===== config.mk =====
export PLATFORM = sky130hd
export DESIGN_NAME = pipeline_hazard_ctrl
export DESIGN_NICKNAME = d
export VERILOG_FILES = /design/src/rtl/cpu_types_pkg.sv /design/src/rtl/hazard_sat_counter.sv /design/src/rtl/pipeline_hazard_ctrl.sv
export SDC_FILE = /design/constraint.sdc
export NUM_CORES = 1
export LEC_CHECK = 0
export BUFFER_PORTS_ARGS = -buffer_cell sky130_fd_sc_hd__buf_2
export CAP_MARGIN = 20
export CORE_ASPECT_RATIO = 0.7
export CORE_MARGIN = 10
export CORE_UTILIZATION = 46
export CTS_BUF_LIST = sky130_fd_sc_hd__clkbuf_16
export DETAILED_ROUTE_END_ITERATION = 16
export GPL_ROUTABILITY_DRIVEN = 0
export PLACE_DENSITY = 0.86
export SLEW_MARGIN = 30
export SYNTH_ARGS = -nofsm -noshare
export SYNTH_HDL_FRONTEND = slang
export SYNTH_HIERARCHICAL = 1
export SYNTH_SLANG_ARGS = --single-unit

===== constraint.sdc =====
create_clock -name CLK -period 2.05 [get_ports CLK]
set_input_delay 0.41 -clock CLK [delete_from_list [all_inputs] [get_ports CLK]]
set_output_delay 0.41 -clock CLK [all_outputs]
set_load 0.02 [all_outputs]

===== src/rtl/cpu_types_pkg.sv =====
// Shared pipeline types: latch commands, hazard-controller states and the
// register index type.
package cpu_types_pkg;

    typedef enum logic [1:0] {
        PIPE_ENABLE = 2'd0,
        PIPE_STALL  = 2'd1,
        PIPE_NOP    = 2'd2
    } pipe_state_t;

    typedef enum logic [1:0] {
        RUN   = 2'd0,
        DWAIT = 2'd1,
        HALT  = 2'd2
    } hzd_state_t;

    typedef logic [4:0] regbits_t;

endpackage


===== src/rtl/hazard_sat_counter.sv =====
// Saturating up-counter with increment enable and asynchronous active-low clear.
module hazard_sat_counter #(
    parameter int W = 16
) (
    input  logic         CLK,
    input  logic         nRST,
    input  logic         i_inc,
    output logic [W-1:0] o_cnt
);

    logic [W-1:0] r_cnt;

    always_ff @(posedge CLK or negedge nRST) begin
        if (!nRST)
            r_cnt <= '0;
        else if (i_inc && (r_cnt != '1))
            r_cnt <= r_cnt + 1'b1;
    end

    assign o_cnt = r_cnt;

endmodule


===== src/rtl/pipeline_hazard_ctrl.sv =====
// Pipeline-latch control: per-latch enable/stall/nop commands, PC enable,
// sticky halt and stall/flush performance counters.
module pipeline_hazard_ctrl
    import cpu_types_pkg::*;
#(
    parameter int CNT_W = 16
) (
    input  logic             CLK,
    input  logic             nRST,
    input  logic             ihit,
    input  logic             dhit,
    input  logic             dren_mem,
    input  logic             dwen_mem,
    input  logic             brtaken_mem,
    input  logic             jump_dec,
    input  logic             halt_mem,
    input  logic             ld_ex,
    input  regbits_t         rd_ex,
    input  regbits_t         rs_dec,
    input  regbits_t         rt_dec,
    output pipe_state_t      fd_state,
    output pipe_state_t      de_state,
    output pipe_state_t      em_state,
    output pipe_state_t      mw_state,
    output logic             pc_en,
    output logic             halted,
    output logic [CNT_W-1:0] stall_cycles,
    output logic [CNT_W-1:0] flush_count
);

    hzd_state_t r_state;
    hzd_state_t w_next;
    logic       w_dmiss;
    logic       w_load_use;
    logic       w_flush;
    logic       w_stall_inc;

    assign w_dmiss    = (dren_mem | dwen_mem) & ~dhit;
    assign w_load_use = ld_ex & (rd_ex != '0) & ((rd_ex == rs_dec) | (rd_ex == rt_dec));

    always_ff @(posedge CLK or negedge nRST) begin
        if (!nRST)
            r_state <= RUN;
        else
            r_state <= w_next;
    end

    // DWAIT only differs from RUN in the next-state; on the dhit cycle the
    // lower-priority rows are evaluated exactly as in RUN.
    always_comb begin
        w_next   = RUN;
        fd_state = PIPE_ENABLE;
        de_state = PIPE_ENABLE;
        em_state = PIPE_ENABLE;
        mw_state = PIPE_ENABLE;
        pc_en    = 1'b1;
        halted   = 1'b0;
        w_flush  = 1'b0;
        if (!nRST) begin
            fd_state = PIPE_NOP;
            de_state = PIPE_NOP;
            em_state = PIPE_NOP;
            mw_state = PIPE_NOP;
            pc_en    = 1'b0;
        end else if ((r_state == HALT) || halt_mem) begin
            w_next   = HALT;
            fd_state = PIPE_STALL;
            de_state = PIPE_STALL;
            em_state = PIPE_STALL;
            mw_state = PIPE_STALL;
            pc_en    = 1'b0;
            halted   = 1'b1;
        end else if (w_dmiss) begin
            w_next   = DWAIT;
            fd_state = PIPE_STALL;
            de_state = PIPE_STALL;
            em_state = PIPE_STALL;
            mw_state = PIPE_NOP;
            pc_en    = 1'b0;
        end else if (brtaken_mem) begin
            fd_state = PIPE_NOP;
            de_state = PIPE_NOP;
            em_state = PIPE_NOP;
            w_flush  = 1'b1;
        end else if (w_load_use) begin
            fd_state = PIPE_STALL;
            de_state = PIPE_NOP;
            pc_en    = 1'b0;
        end else if (jump_dec) begin
            fd_state = PIPE_NOP;
            w_flush  = 1'b1;
        end else if (!ihit) begin
            fd_state = PIPE_NOP;
            pc_en    = 1'b0;
        end
        w_stall_inc = nRST & ~pc_en & ~halted;
    end

    hazard_sat_counter #(.W(CNT_W)) u_stall_cnt (
        .CLK   (CLK),
        .nRST  (nRST),
        .i_inc (w_stall_inc),
        .o_cnt (stall_cycles)
    );

    hazard_sat_counter #(.W(CNT_W)) u_flush_cnt (
        .CLK   (CLK),
        .nRST  (nRST),
        .i_inc (w_flush),
        .o_cnt (flush_count)
    );

endmodule

* After elaboration in Yosys (flattened, before gate mapping)
Cells that the tools add are included.
** Cells by class
- Reduce and logical (&&, ||, !) cells :: 4
- Div/mod/pow operators :: 0
- $add $sub $neg :: 2
- Shift operators :: 0
- $mul :: 0
- $lt $le $gt $ge :: 0
- Bitwise gates (word level) :: 10
- Multiplexer cells :: 37
- Eq/ne operators :: 5
** Operator list (count)
- 2-bit 2-to-1 mux :: 21
- 16-bit by 1-bit adder with 16-bit output, second input constant :: 2
- 16-bit != test, second input constant :: 2
- 1-bit 2-to-1 mux :: 16
- 5-bit == test :: 2
- 1-bit bitwise AND :: 5
- 5-bit nonzero test :: 1
- 1-bit inverter :: 3
- 2-bit == test, second input constant :: 1
- 1-bit logical AND :: 2
- 1-bit OR :: 2
- 1-bit logical OR :: 1
** Storage, ports and cells
- Bits in latches :: 0
- Bits in writable memories :: 0
- Input bits :: 25
- Logic and storage cells :: 61
- Memories kept :: 0
- Register bits after elaboration :: 34
- ROM bits :: 0

* Depth between registers and ports, before layout
Gate-level depths: netlist (run 1).
- Word-level depth :: 12
- Gate-level depth with buffers :: 9

* Modules after synthesis
Netlist (run 1), hierarchy kept.
** Modules (own cells, without submodules)
- hazard_sat_counter :: area each 859.6 sq um, instances 2, cells an instance 72, sequential area each 400.4 sq um
- pipeline_hazard_ctrl :: area each 356.6 sq um, instances 1, cells an instance 48, sequential area each 50.0 sq um

* Least setup slack after synthesis (run 1)
OpenSTA, ideal clock, no wires.
- Path type :: input-to-reg
- Start :: input port rd_ex[1]
- End :: register u_flush_cnt.r_cnt[5] (netlist: u_flush_cnt/o_cnt[5])
- Setup slack :: -0.451 ns
- Data arrival time :: 2.382 ns
- Cell stages on the path :: 8
- Library setup time :: 0.119 ns
- Cells stage by stage :: or4_1 o21ai_2 nor3_1 nor3_1 and3_1 and4_2 o211ai_1 o21a_1
** Between the ends
- Longest elaborated chain between the ends :: 9
- Elaborated cells on any way between the ends :: 12
- Those cells by class :: 2 x eq/ne; 5 x mux; 3 x bitwise; 2 x reduce/logical
** RTL lines
- from (decl) :: RTL line pipeline_hazard_ctrl.sv:18 : input regbits_t rd_ex,
- 5-bit == test / 5-bit nonzero test (equally long branches) :: RTL line pipeline_hazard_ctrl.sv:39 : assign w_load_use = ld_ex & (rd_ex != '0) & ((rd_ex == rs_dec) | (rd_ex == rt_dec));
- 1-bit OR / 1-bit bitwise AND (equally long branches) :: RTL line pipeline_hazard_ctrl.sv:39
- 1-bit bitwise AND (*) :: RTL line pipeline_hazard_ctrl.sv:39
- 1-bit 2-to-1 mux (*) :: RTL line pipeline_hazard_ctrl.sv:85 : end else if (w_load_use) begin
- 1-bit 2-to-1 mux (*) :: RTL line pipeline_hazard_ctrl.sv:80 : end else if (brtaken_mem) begin
- 1-bit 2-to-1 mux (*) :: RTL line pipeline_hazard_ctrl.sv:73 : end else if (w_dmiss) begin
- 1-bit 2-to-1 mux (*) :: RTL line pipeline_hazard_ctrl.sv:65 : end else if ((r_state == HALT) || halt_mem) begin
- 1-bit 2-to-1 mux (*) :: RTL line pipeline_hazard_ctrl.sv:59 : if (!nRST) begin
- named net w_flush :: RTL line pipeline_hazard_ctrl.sv:35 : logic w_flush;
- 1-bit logical AND (*) :: RTL line hazard_sat_counter.sv:16 : else if (i_inc && (r_cnt != '1))
- to (signal assigned) :: RTL line hazard_sat_counter.sv:17 : r_cnt <= r_cnt + 1'b1;
- to (decl) :: RTL line hazard_sat_counter.sv:11 : logic [W-1:0] r_cnt;
Mark *: on every way through the listed nets, which the timed path passes. The rest lies on a longest branch.
A chain may end at the register's enable or synchronous reset.

* Final worst setup path (run 1)
- Start :: input port rd_ex[3]
- End :: register u_stall_cnt.r_cnt[7] (netlist: u_stall_cnt/o_cnt[7])
** Between the ends
- Longest elaborated chain between the ends :: 12
- Elaborated cells on any way between the ends :: 15
- Those cells by class :: 2 x eq/ne; 5 x mux; 6 x bitwise; 2 x reduce/logical
** RTL lines
- 5-bit == test / 5-bit nonzero test (equally long branches) :: RTL line pipeline_hazard_ctrl.sv:39
- 1-bit OR / 1-bit bitwise AND (equally long branches) :: RTL line pipeline_hazard_ctrl.sv:39
- 1-bit bitwise AND (*) :: RTL line pipeline_hazard_ctrl.sv:39
- 1-bit 2-to-1 mux (*) :: RTL line pipeline_hazard_ctrl.sv:85
- 1-bit 2-to-1 mux (*) :: RTL line pipeline_hazard_ctrl.sv:80
- 1-bit 2-to-1 mux (*) :: RTL line pipeline_hazard_ctrl.sv:73
- 1-bit 2-to-1 mux (*) :: RTL line pipeline_hazard_ctrl.sv:65
- 1-bit 2-to-1 mux (*) :: RTL line pipeline_hazard_ctrl.sv:59
- 1-bit inverter (*) :: RTL line pipeline_hazard_ctrl.sv:96 : w_stall_inc = nRST & ~pc_en & ~halted;
- 1-bit bitwise AND (*) (2 in a row) :: RTL line pipeline_hazard_ctrl.sv:96
- named net w_stall_inc :: RTL line pipeline_hazard_ctrl.sv:36 : logic w_stall_inc;
- 1-bit logical AND (*) :: RTL line hazard_sat_counter.sv:16
- to (signal assigned) :: RTL line hazard_sat_counter.sv:17
- to (decl) :: RTL line hazard_sat_counter.sv:11
Marked as above.

==> results of run 1 <==
worst max path at each step:
stage	startpoint	end	slack [ps]	depth (start not counted)
after detailed placement	rd_ex[3]	u_stall_cnt/o_cnt[10]	-490	10
after global placement	rd_ex[3]	u_stall_cnt/o_cnt[15]	-380	10
final	rd_ex[3]	u_stall_cnt/o_cnt[7]	-260	11
after floorplan	rd_ex[3]	u_stall_cnt/o_cnt[15]	-210	9
after CTS	rt_dec[4]	u_stall_cnt/o_cnt[15]	-200	10
after global routing	rd_ex[3]	u_stall_cnt/o_cnt[7]	-360	11
layout make-up:
class                           count  area share (%)
Inverter                            2           0.236
Sequential cell                    34            26.8
Clock buffer                        5            3.94
Tap cell                           55            2.17
Timing Repair Buffer               99            20.7
Multi-Input combinational cell    154            44.9
Clock inverter                      3            1.26
power breakdown:
part / leakage, nW / switching (W) / internal [W]
combinational: 1.01 / 0.000385 / 0.000270
clock: 0.0836 / 0.000288 / 0.000569
sequential: 0.459 / 0.000171 / 0.000759
total: 1.56 / 0.000844 / 0.00160
critical path, cell delays in order:
cell and delay (ps):
buf_2 130, xor2_2 180, nor3_4 210, a22oi_2 110, or4_4 530, nand2_4 100, buf_6 120, and3_4 190
and4_4 240, a31oi_1 90, a31oi_1 190
per-stage QoR:
| step | worst slack, ps | total power (W) | hold WS, ps |
|---|---|---|---|
| after detailed placement | -492 | 0.00148 | 442 |
| final | -256 | 0.00244 | 131 |
| after global routing | -364 | 0.00254 | 157 |
| after CTS | -203 | 0.00238 | 146 |
| after floorplan | -205 | 0.00123 | 114 |
| after global placement | -377 | 0.00146 | 437 |
flip-flops by register name, summed over array words and instances, names as in the netlist:
register / flops
r_state: 2
u_flush_cnt/o_cnt: 16
u_stall_cnt/o_cnt: 16
kinds of logic after synthesis:
group / share of synthesized area, %
compound gates: 13.6
flops: 41.0
mux: 1.08
xor+xnor: 10.1
fa+ha+maj: 1.21
buf+inv: 1.08
simple gates: 31.9
metal layers:
layer,vias to the layer above,wire length [um],share of wire [%],global-route usage (%)
li1,945,-,-,-
met1,1029,2800,42,19.9
met2,81,3270,49,24.5
met3,11,513,7.7,5.62
met4,0,121,1.8,5.77
met5,-,0,0,0
repair_timing:
action,CTS,global route
gates resized for setup,31,24
pin swaps,15,22
hold endpoints to repair,0,0
setup buffers,5,5
endpoints found under the setup margin,21,33
layout by cell type, fill, tap and decap left out, types with 3 or more instances in the layout:
master,instances
buf_2,58
dfrtp_1,34
buf_4,27
nand4_1,16
buf_6,12
xor2_1,11
nand2_1,10
o21a_1,10
xnor2_1,10
nand3_1,9
nor2_1,6
a31oi_1,6
nor3_4,5
clkbuf_16,5
and4_4,4
a21oi_2,4
nor4_4,4
nor2_2,3
==> flow_metrics.tcl, run 1 <==
set metrics [dict create \
    status "finished, violations left" \
    violations "setup timing" \
    stdcell_area_sq_um 3180 \
    num-fill-cells 293 \
    num_io_pins 67 \
    postLayoutCoreUtil_pct 73.0 \
    cp-start-kind "primary input" \
    period_share_pct 113 \
    via_per_inst 5.87 \
    worstSetupPathType "primary input to register" \
    peakVddDrop_mv 0.478 \
    start_util_pct 47.7 \
    cp-end-kind "register" \
    cts_buffers 5 \
    fp.dieH_um 76.2 \
    ys_types 40 \
    grt_usage_pct 15.9 \
    synth_top_area_share_pct 41.0 \
    clock_skew_ps 9.79 \
    cp.arrival_ps 2500 \
    crit_required_ps 2250 \
    synth_ff_type "dfrtp_1" \
    yosys.area.top_type "dfrtp_1" \
    seq_area_frac_synth_pct 41.0 \
    cts_root_buf "clkbuf_16" \
    wl_mm 6.70 \
    netlist_instances 192 \
    slew_headroom_pct 69.1 \
    finalWorstSetupSlack_ps -256 \
    grt_max_degree 21 \
    grt-ovfl-total 0 \
    syn_avg_cell_area_sq_um 10.8 \
    dp_hpwl_mm 4.51 \
    rsz0062_at_grt "true" \
    p_per_area_nw_per_um2 769 \
    clk_pin_slew_ps 60 \
    syn_nets 219 \
    setup_viol 26 \
    ys_seq_elements 34 \
    r2r_start "r_state[0]" \
    htree_num_levels 2 \
    clk_latency_ps 280 \
    grt_pass1_wl_mm 10.1 \
    clock_tree.buffer_depth 2 \
    synth-edff-count 0 \
    setup-tns-final_ps -2500 \
    crit_fanout 3 \
    rows 20 \
    p_leak_nw 1.56 \
    area_delta_synth_final_pct 53.0 \
    multi_input_area_sq_um 1430 \
    drc 0 \
    antenna_found_initial 0 \
    wl_per_cell_um 19.0 \
    numPortBuffers 66 \
    drv_slew 0 \
    drv_cap 0 \
    syn_area_sq_um 2080 \
    min_path_type "primary input to async pin" \
    r2r_slack_ps -90 \
    hold_buffers 0 \
    vias 2066 \
    fmax_mhz 434 \
    clock-sinks 34 \
    hold_viol 0 \
    yosysMostFrequentCell "dfrtp_1" \
    fin_nets 323 \
    synth_warnings 6 \
    fin_cells 352 \
    seqCellArea_sq_um 851 \
    synth-async-reset-ratio_pct 100 \
    worst_pin_slew_ps 464 \
    worstRegToRegCells 10 \
    finalCriticalPeriod_ps 2310 \
    n_antenna_cell 0 \
    synth_common_cells "dfrtp_1 (34), nand4_1 (16), nand2_1 (14), xor2_1 (14)" \
    die-width_um 100 \
    coreArea_sq_um 4350 \
    die-area_sq_um 7640 \
    placed_area_sq_um 2710 \
    r2r_end "u_stall_cnt/o_cnt[7]" \
    drive_above_1_share_pct 53.2 \
    drtAntennaViolNets 0 \
    cts_tree "done" \
    synth.area.top_cells "dfrtp_1 (41%), xor2_1 (5.9%), nand4_1 (4.8%)" \
    drtIter0Drc 98 \
    dr.pass1.iters 4 \
    grt_pass1_vias 1958 \
    dp_cells 337 \
]
Note: power is estimated with default switching activity, not from simulation.
==> run 2, diff against run 1 <==
--- a/config.mk
+++ b/config.mk
@@ -9,13 +9,13 @@
 export CAP_MARGIN = 20
 export CORE_ASPECT_RATIO = 0.7
 export CORE_MARGIN = 10
-export CORE_UTILIZATION = 46
+export CORE_UTILIZATION = 45
 export CTS_BUF_LIST = sky130_fd_sc_hd__clkbuf_16
 export DETAILED_ROUTE_END_ITERATION = 16
 export GPL_ROUTABILITY_DRIVEN = 0
 export PLACE_DENSITY = 0.86
+export SKIP_CTS_REPAIR_TIMING = 1
 export SLEW_MARGIN = 30
 export SYNTH_ARGS = -nofsm -noshare
 export SYNTH_HDL_FRONTEND = slang
-export SYNTH_HIERARCHICAL = 1
 export SYNTH_SLANG_ARGS = --single-unit
==> flow_metrics.tcl, run 2 <==
set metrics [dict create \
    grt_usage_pct 13.6 \
    drc 0 \
    clock_skew_ps 5.51 \
    setup_viol 1 \
    via_per_inst 5.12 \
    stdcell_area_sq_um 2740 \
    cts_root_buf "clkbuf_16" \
    critical_path_buf_inv_count 2 \
    syn_area_sq_um 1970 \
    cp.arrival_ps 1660 \
    synth_top_area_share_pct 43.2 \
    fin_nets 302 \
    fin_cells 331 \
    synth_ff_type "dfrtp_1" \
    drive_above_1_share_pct 45.7 \
    netlist_instances 186 \
    finalWorstSetupSlack_ps -23.9 \
    placed_area_sq_um 2500 \
    clock-sinks 34 \
    ys_types 39 \
    numPortBuffers 66 \
    period_share_pct 101 \
    grt_max_degree 31 \
    synth-async-reset-ratio_pct 100 \
    status "finished, violations left" \
    die-width_um 99.1 \
    num_io_pins 67 \
    coreArea_sq_um 4280 \
    seq_area_frac_synth_pct 43.2 \
    worstSetupPathType "primary input to primary output" \
    synth.area.top_cells "dfrtp_1 (43%), xor2_1 (11%), xnor2_1 (6.2%)" \
    wl_per_cell_um 15.3 \
    critPathTopFamily "simple AND/OR/NAND/NOR gates" \
    hold_viol 0 \
    synth_common_cells "dfrtp_1 (34), xor2_1 (25), nand2_1 (15)" \
    clk_pin_slew_ps 50 \
    wl_mm 5.08 \
    drtAntennaViolNets 0 \
    worstPathCellList "buf_6 > or4_4 > o21ai_4 > or2_4 > o21ai_2 > a21oi_2 > buf_6" \
    violations "setup timing" \
    mostFrequentLayoutCells "buf_2 (59), dfrtp_1 (34), xor2_1 (25)" \
    vias 1694 \
    drv_slew 0 \
    crit_top_cell "buf_6" \
    yosys.area.top_type "dfrtp_1" \
    final_common_cell "buf_2" \
    ys_seq_elements 34 \
    finalCriticalPeriod_ps 2070 \
    crit_required_ps 1640 \
    synth-edff-count 0 \
    drv_cap 0 \
    syn_nets 213 \
    slew_headroom_pct 73.1 \
    cts_buffers 5 \
    cp-end-kind "primary output" \
    clock_tree.buffer_depth 2 \
    fp.dieH_um 75.4 \
    start_util_pct 46.1 \
    p_per_area_nw_per_um2 761 \
    rows 20 \
    cp-start-kind "primary input" \
    place_ws_ps -104 \
    clk_latency_ps 270 \
    fmax_mhz 482 \
    htree_num_levels 2 \
    p_leak_nw 1.42 \
    grt_pass1_vias 1721 \
    yosysMostFrequentCell "dfrtp_1" \
    syn_avg_cell_area_sq_um 10.6 \
    crit_fanout 3 \
    min_path_type "primary input to async pin" \
    setup-tns-final_ps -23.9 \
    antenna_found_initial 0 \
    grt-ovfl-total 0 \
    fin_hold_ws_ps 3.71 \
    n_antenna_cell 0 \
    dr.pass1.iters 4 \
    synth_warnings 0 \
    cpMaxStageDelayCell "or4_4" \
    peakVddDrop_mv 0.644 \
    dp_hpwl_mm 4.02 \
    rsz0062_at_grt "true" \
    grt_pass1_wl_mm 8.20 \
    cts_tree "done" \
    area_delta_synth_final_pct 38.9 \
    worst_pin_slew_ps 403 \
    critPathMaxStageDelay_ps 540 \
    dp_cells 321 \
    die-area_sq_um 7470 \
    drtIter0Drc 52 \
]
[run 2: cell count changes after synthesis, moves of 4 or more]
cell	change
xor2_1	+11
o21a_1	-10
and3_1	+9
nand4_1	-7
a31oi_1	-5
nor3_2	+4
nor4_1	+4
xnor2_1	+4
[run 2: kinds of logic (layout without fill, tap and decap cells)]
logic type / Yosys count / count (layout) / synth area share (%)
buffers and inverters: 10 / 100 / 3.17
multiplexers: 2 / 2 / 1.14
flip-flops: 34 / 34 / 43.2
AO/OA/AOI/OAI: 15 / 15 / 7.30
AND/OR/NAND/NOR: 84 / 84 / 26.6
XOR/XNOR: 39 / 39 / 17.3
adder cells (fa/ha/maj): 2 / 2 / 1.27
[run 2: final cells by class]
type / instances / area [sq um]
Fill cell: 363 / 1540
Multi-Input combinational cell: 142 / 1100
Timing Repair Buffer: 89 / 568
Clock buffer: 5 / 125
Clock inverter: 3 / 12.5
Inverter: 3 / 11.3
Tap cell: 55 / 68.8
Sequential cell: 34 / 851
[run 2: where the power goes]
group	leakage, nW	switching, W	internal (W)	total, W
clock	0.0724	0.000250	0.000438	0.000687
combinational	0.886	0.000317	0.000248	0.000565
sequential	0.459	0.0000780	0.000754	0.000832
[run 2: stage by stage]
step,utilization [%],power (W)
after detailed placement,58.5,0.00139
after CTS,61.8,0.00209
after global routing,63.9,0.00222
final,63.9,0.00208
after floorplan,-,0.00114
after global placement,58.5,0.00138
[run 2: per-layer routing]
metal / up-vias / global-route usage (%) / share of wire (%)
li1: 833 / - / -
met1: 804 / 16.6 / 46
met2: 52 / 20.9 / 45
met3: 5 / 6.16 / 8.9
met4: 0 / 4.60 / 0.87
met5: - / 0 / 0
[run 2: path summary, 6_finish.rpt]
| path | endpoint | start | slack [ps] | depth (start not counted) |
|---|---|---|---|---|
| setup / recovery | pc_en | rd_ex[1] | -20 | 7 |
| hold / removal | u_stall_cnt.o_cnt[15] | nRST | 4 | 1 |
| setup reg to reg | u_flush_cnt.o_cnt[11] | u_flush_cnt.o_cnt[7] | 160 | 7 |
| hold reg to reg | u_stall_cnt.o_cnt[9] | u_stall_cnt.o_cnt[9] | 480 | 1 |
| max in group asynchronous | u_flush_cnt.o_cnt[6] | nRST | 1390 | 2 |
| min in group CLK | u_stall_cnt.o_cnt[9] | u_stall_cnt.o_cnt[9] | 480 | 1 |
==> run 3, diff against run 2 <==
--- a/config.mk
+++ b/config.mk
@@ -5,15 +5,16 @@
 export SDC_FILE = /design/constraint.sdc
 export NUM_CORES = 1
 export LEC_CHECK = 0
+export ABC_AREA = 1
 export BUFFER_PORTS_ARGS = -buffer_cell sky130_fd_sc_hd__buf_2
 export CAP_MARGIN = 20
 export CORE_ASPECT_RATIO = 0.7
 export CORE_MARGIN = 10
-export CORE_UTILIZATION = 45
+export CORE_UTILIZATION = 40
 export CTS_BUF_LIST = sky130_fd_sc_hd__clkbuf_16
 export DETAILED_ROUTE_END_ITERATION = 16
 export GPL_ROUTABILITY_DRIVEN = 0
-export PLACE_DENSITY = 0.86
+export PLACE_DENSITY = 0.76
 export SKIP_CTS_REPAIR_TIMING = 1
 export SLEW_MARGIN = 30
 export SYNTH_ARGS = -nofsm -noshare
==> flow_metrics.tcl, run 3 <==
set metrics [dict create \
    status "finished, final reports clean" \
    rsz0062_at_grt "false" \
    p_leak_nw 1.62 \
    cp-end-kind "primary output" \
    p_switching_w 0.000743 \
    finalCriticalPeriod_ps 1930 \
    place_ws_ps 12.7 \
    n_antenna_cell 0 \
    crit_fanout 8 \
    start_util_pct 41.9 \
    coreArea_sq_um 5840 \
    clk_latency_ps 280 \
    crit_required_ps 1640 \
    cp-start-kind "register" \
    r2r_slack_ps 170 \
    critPathMaxStageDelay_ps 360 \
    dp_hpwl_mm 5.45 \
    grt_usage_pct 14.3 \
    area_delta_synth_final_pct 23.4 \
    syn_nets 370 \
    die-area_sq_um 9700 \
    grtUsageMet2_pct 21.1 \
    wl_mm 6.91 \
    clk_pin_slew_ps 60 \
    clock_tree.buffer_depth 2 \
    synth.area.top_cells "dfrtp_1 (35%), nand2_1 (18%), nand4_1 (9.2%)" \
    period_share_pct 94.3 \
    numPortBuffers 66 \
    rows 23 \
    hold_viol 0 \
    fp.dieH_um 85.5 \
    power_frac_comb_pct 26.0 \
    via_per_inst 5.11 \
    drtAntennaViolNets 0 \
    worst_pin_slew_ps 312 \
    setup_viol 0 \
    cts_tree "done" \
    synth_top_area_share_pct 34.7 \
    multi_input_area_sq_um 1380 \
    p_int_w 0.00138 \
    die-width_um 114 \
    ys_seq_elements 34 \
    drv_slew 0 \
    htree_num_levels 2 \
    drive_above_1_share_pct 23.7 \
    seq_area_frac_synth_pct 34.7 \
    num-fill-cells 599 \
    final_common_cell "nand2_1" \
    seqCellArea_sq_um 851 \
    r2r_end "u_stall_cnt.o_cnt[6]" \
    fmax_mhz 517 \
    yosysMostFrequentCell "nand2_1" \
    slew_headroom_pct 79.0 \
    synth_warnings 0 \
    p_clk_share_pct 33.7 \
    critical_path_buf_inv_count 2 \
    cts_root_buf "clkbuf_16" \
    busiest_layer "met2" \
    finalWorstSetupSlack_ps 117 \
    mostFrequentLayoutCells "nand2_1 (116), buf_2 (66), inv_1 (37)" \
    netlist_instances 343 \
    synth_ff_type "dfrtp_1" \
    synth-edff-count 0 \
    r2r_start "u_stall_cnt.o_cnt[1]" \
    cpMaxStageDelayCell "dfrtp_1" \
    vias 2521 \
    worstSetupPathType "register to primary output" \
    placed_area_sq_um 2890 \
    grt_max_degree 22 \
    ys_types 28 \
    gr-usage-met1_pct 19.7 \
    stdcell_area_sq_um 3020 \
    wl_per_cell_um 14.0 \
    min_path_type "primary input to async pin" \
    antenna_found_initial 0 \
    fin_nets 444 \
    synth_common_cells "nand2_1 (117), inv_1 (37), nand4_1 (36)" \
    grt_pass1_wl_mm 11.9 \
    grt-ovfl-total 0 \
    grt_pass1_vias 2516 \
    synth-async-reset-ratio_pct 100 \
    peakVddDrop_mv 0.454 \
    worstRegToRegCells 8 \
    worstPathCellList "a21o_1 > nor2_4 > inv_1 > o21ai_0 > buf_2" \
    clock-sinks 34 \
    clock_skew_ps 7.83 \
    dr.pass1.iters 5 \
    num_io_pins 67 \
    p_seq_share_pct 40.3 \
    p_per_area_nw_per_um2 702 \
    cts_buffers 5 \
    syn_avg_cell_area_sq_um 7.14 \
    drtIter0Drc 183 \
    cp.arrival_ps 1520 \
    yosys.area.top_type "dfrtp_1" \
    met3_usage_pct 5.34 \
    switching_share_pct 35.0 \
    drc 0 \
    critPathTopFamily "compound AO/OA/AOI/OAI gates" \
    drv_cap 0 \
    syn_area_sq_um 2450 \
    setup-tns-final_ps 0 \
]
==> run 3: cell types whose count changed in the layout (fill, tap and decap cells not counted), moves of 4 or more <==
cell,previous run,this run
and3_1,12,0
nand3_1,12,18
nand2_1,15,116
buf_4,22,12
xnor2_1,14,10
xor2_1,25,18
buf_6,6,0
nor2_1,5,29
buf_2,59,66
inv_1,3,37
nand4_1,9,36
nor3_1,0,7
nor3_2,10,1
==> run 3: logic make-up after synthesis <==
kind of cell	count (synthesis)	share of synthesized area (%)
simple gates	223	43.6
fa+ha+maj	2	1.02
xor+xnor	28	10.0
flops	34	34.7
buf+inv	49	9.04
compound gates	7	1.63
==> run 3: per-layer routing <==
| metal | part of all wire, % | vias up |
|---|---|---|
| met5 | 0 | - |
| met4 | 0.67 | 0 |
| met3 | 9.2 | 7 |
| met2 | 42 | 87 |
| met1 | 48 | 1170 |
| li1 | - | 1257 |
==> run 3: power groups by stage <==
stage | Sequential [W] | Combinational [W] | Clock, W
detailed placement | 0.000865 | 0.000554 | 0
finish | 0.000856 | 0.000552 | 0.000715
CTS | 0.000856 | 0.000556 | 0.000725
floorplan | 0.000940 | 0.000257 | 0
global placement | 0.000862 | 0.000540 | 0
global route | 0.000871 | 0.000614 | 0.000760
==> run 3: worst max path at each step <==
stage | slack, ps | startpoint | end | cells past startpoint
2_1_floorplan | 20 | rd_ex[3] | pc_en | 8
3_3_place_gp | 60 | rd_ex[1] | u_flush_cnt.o_cnt[1] | 12
3_5_place_dp | 10 | rd_ex[2] | u_flush_cnt.o_cnt[8] | 12
4_1_cts | 90 | rd_ex[0] | fd_state[1] | 13
5_1_grt | 4 | u_stall_cnt.o_cnt[1] | u_stall_cnt.o_cnt[8] | 8
6_report | 120 | r_state[1] | de_state[1] | 5
==> run 3: through the flow <==
| step | utilization (%) | hold WS (ps) | total power, W | cells |
|---|---|---|---|---|
| after floorplan | - | 114 | 0.00120 | 343 |
| after global placement | 49.4 | 447 | 0.00140 | 485 |
| after detailed placement | 49.4 | 453 | 0.00142 | 485 |
| after CTS | 51.7 | 160 | 0.00214 | 493 |
| after global routing | 51.8 | 176 | 0.00224 | 493 |
| final | 51.8 | 152 | 0.00212 | 493 |
==> run 3: final cells by class <==
type / instances / area share [%]
well taps: 75 / 3.10
multi-input cells: 260 / 45.6
clock buffers: 5 / 4.14
flip-flops and latches: 34 / 28.1
repair buffers: 78 / 13.9
inverters: 38 / 4.72
clock inverters: 3 / 0.372
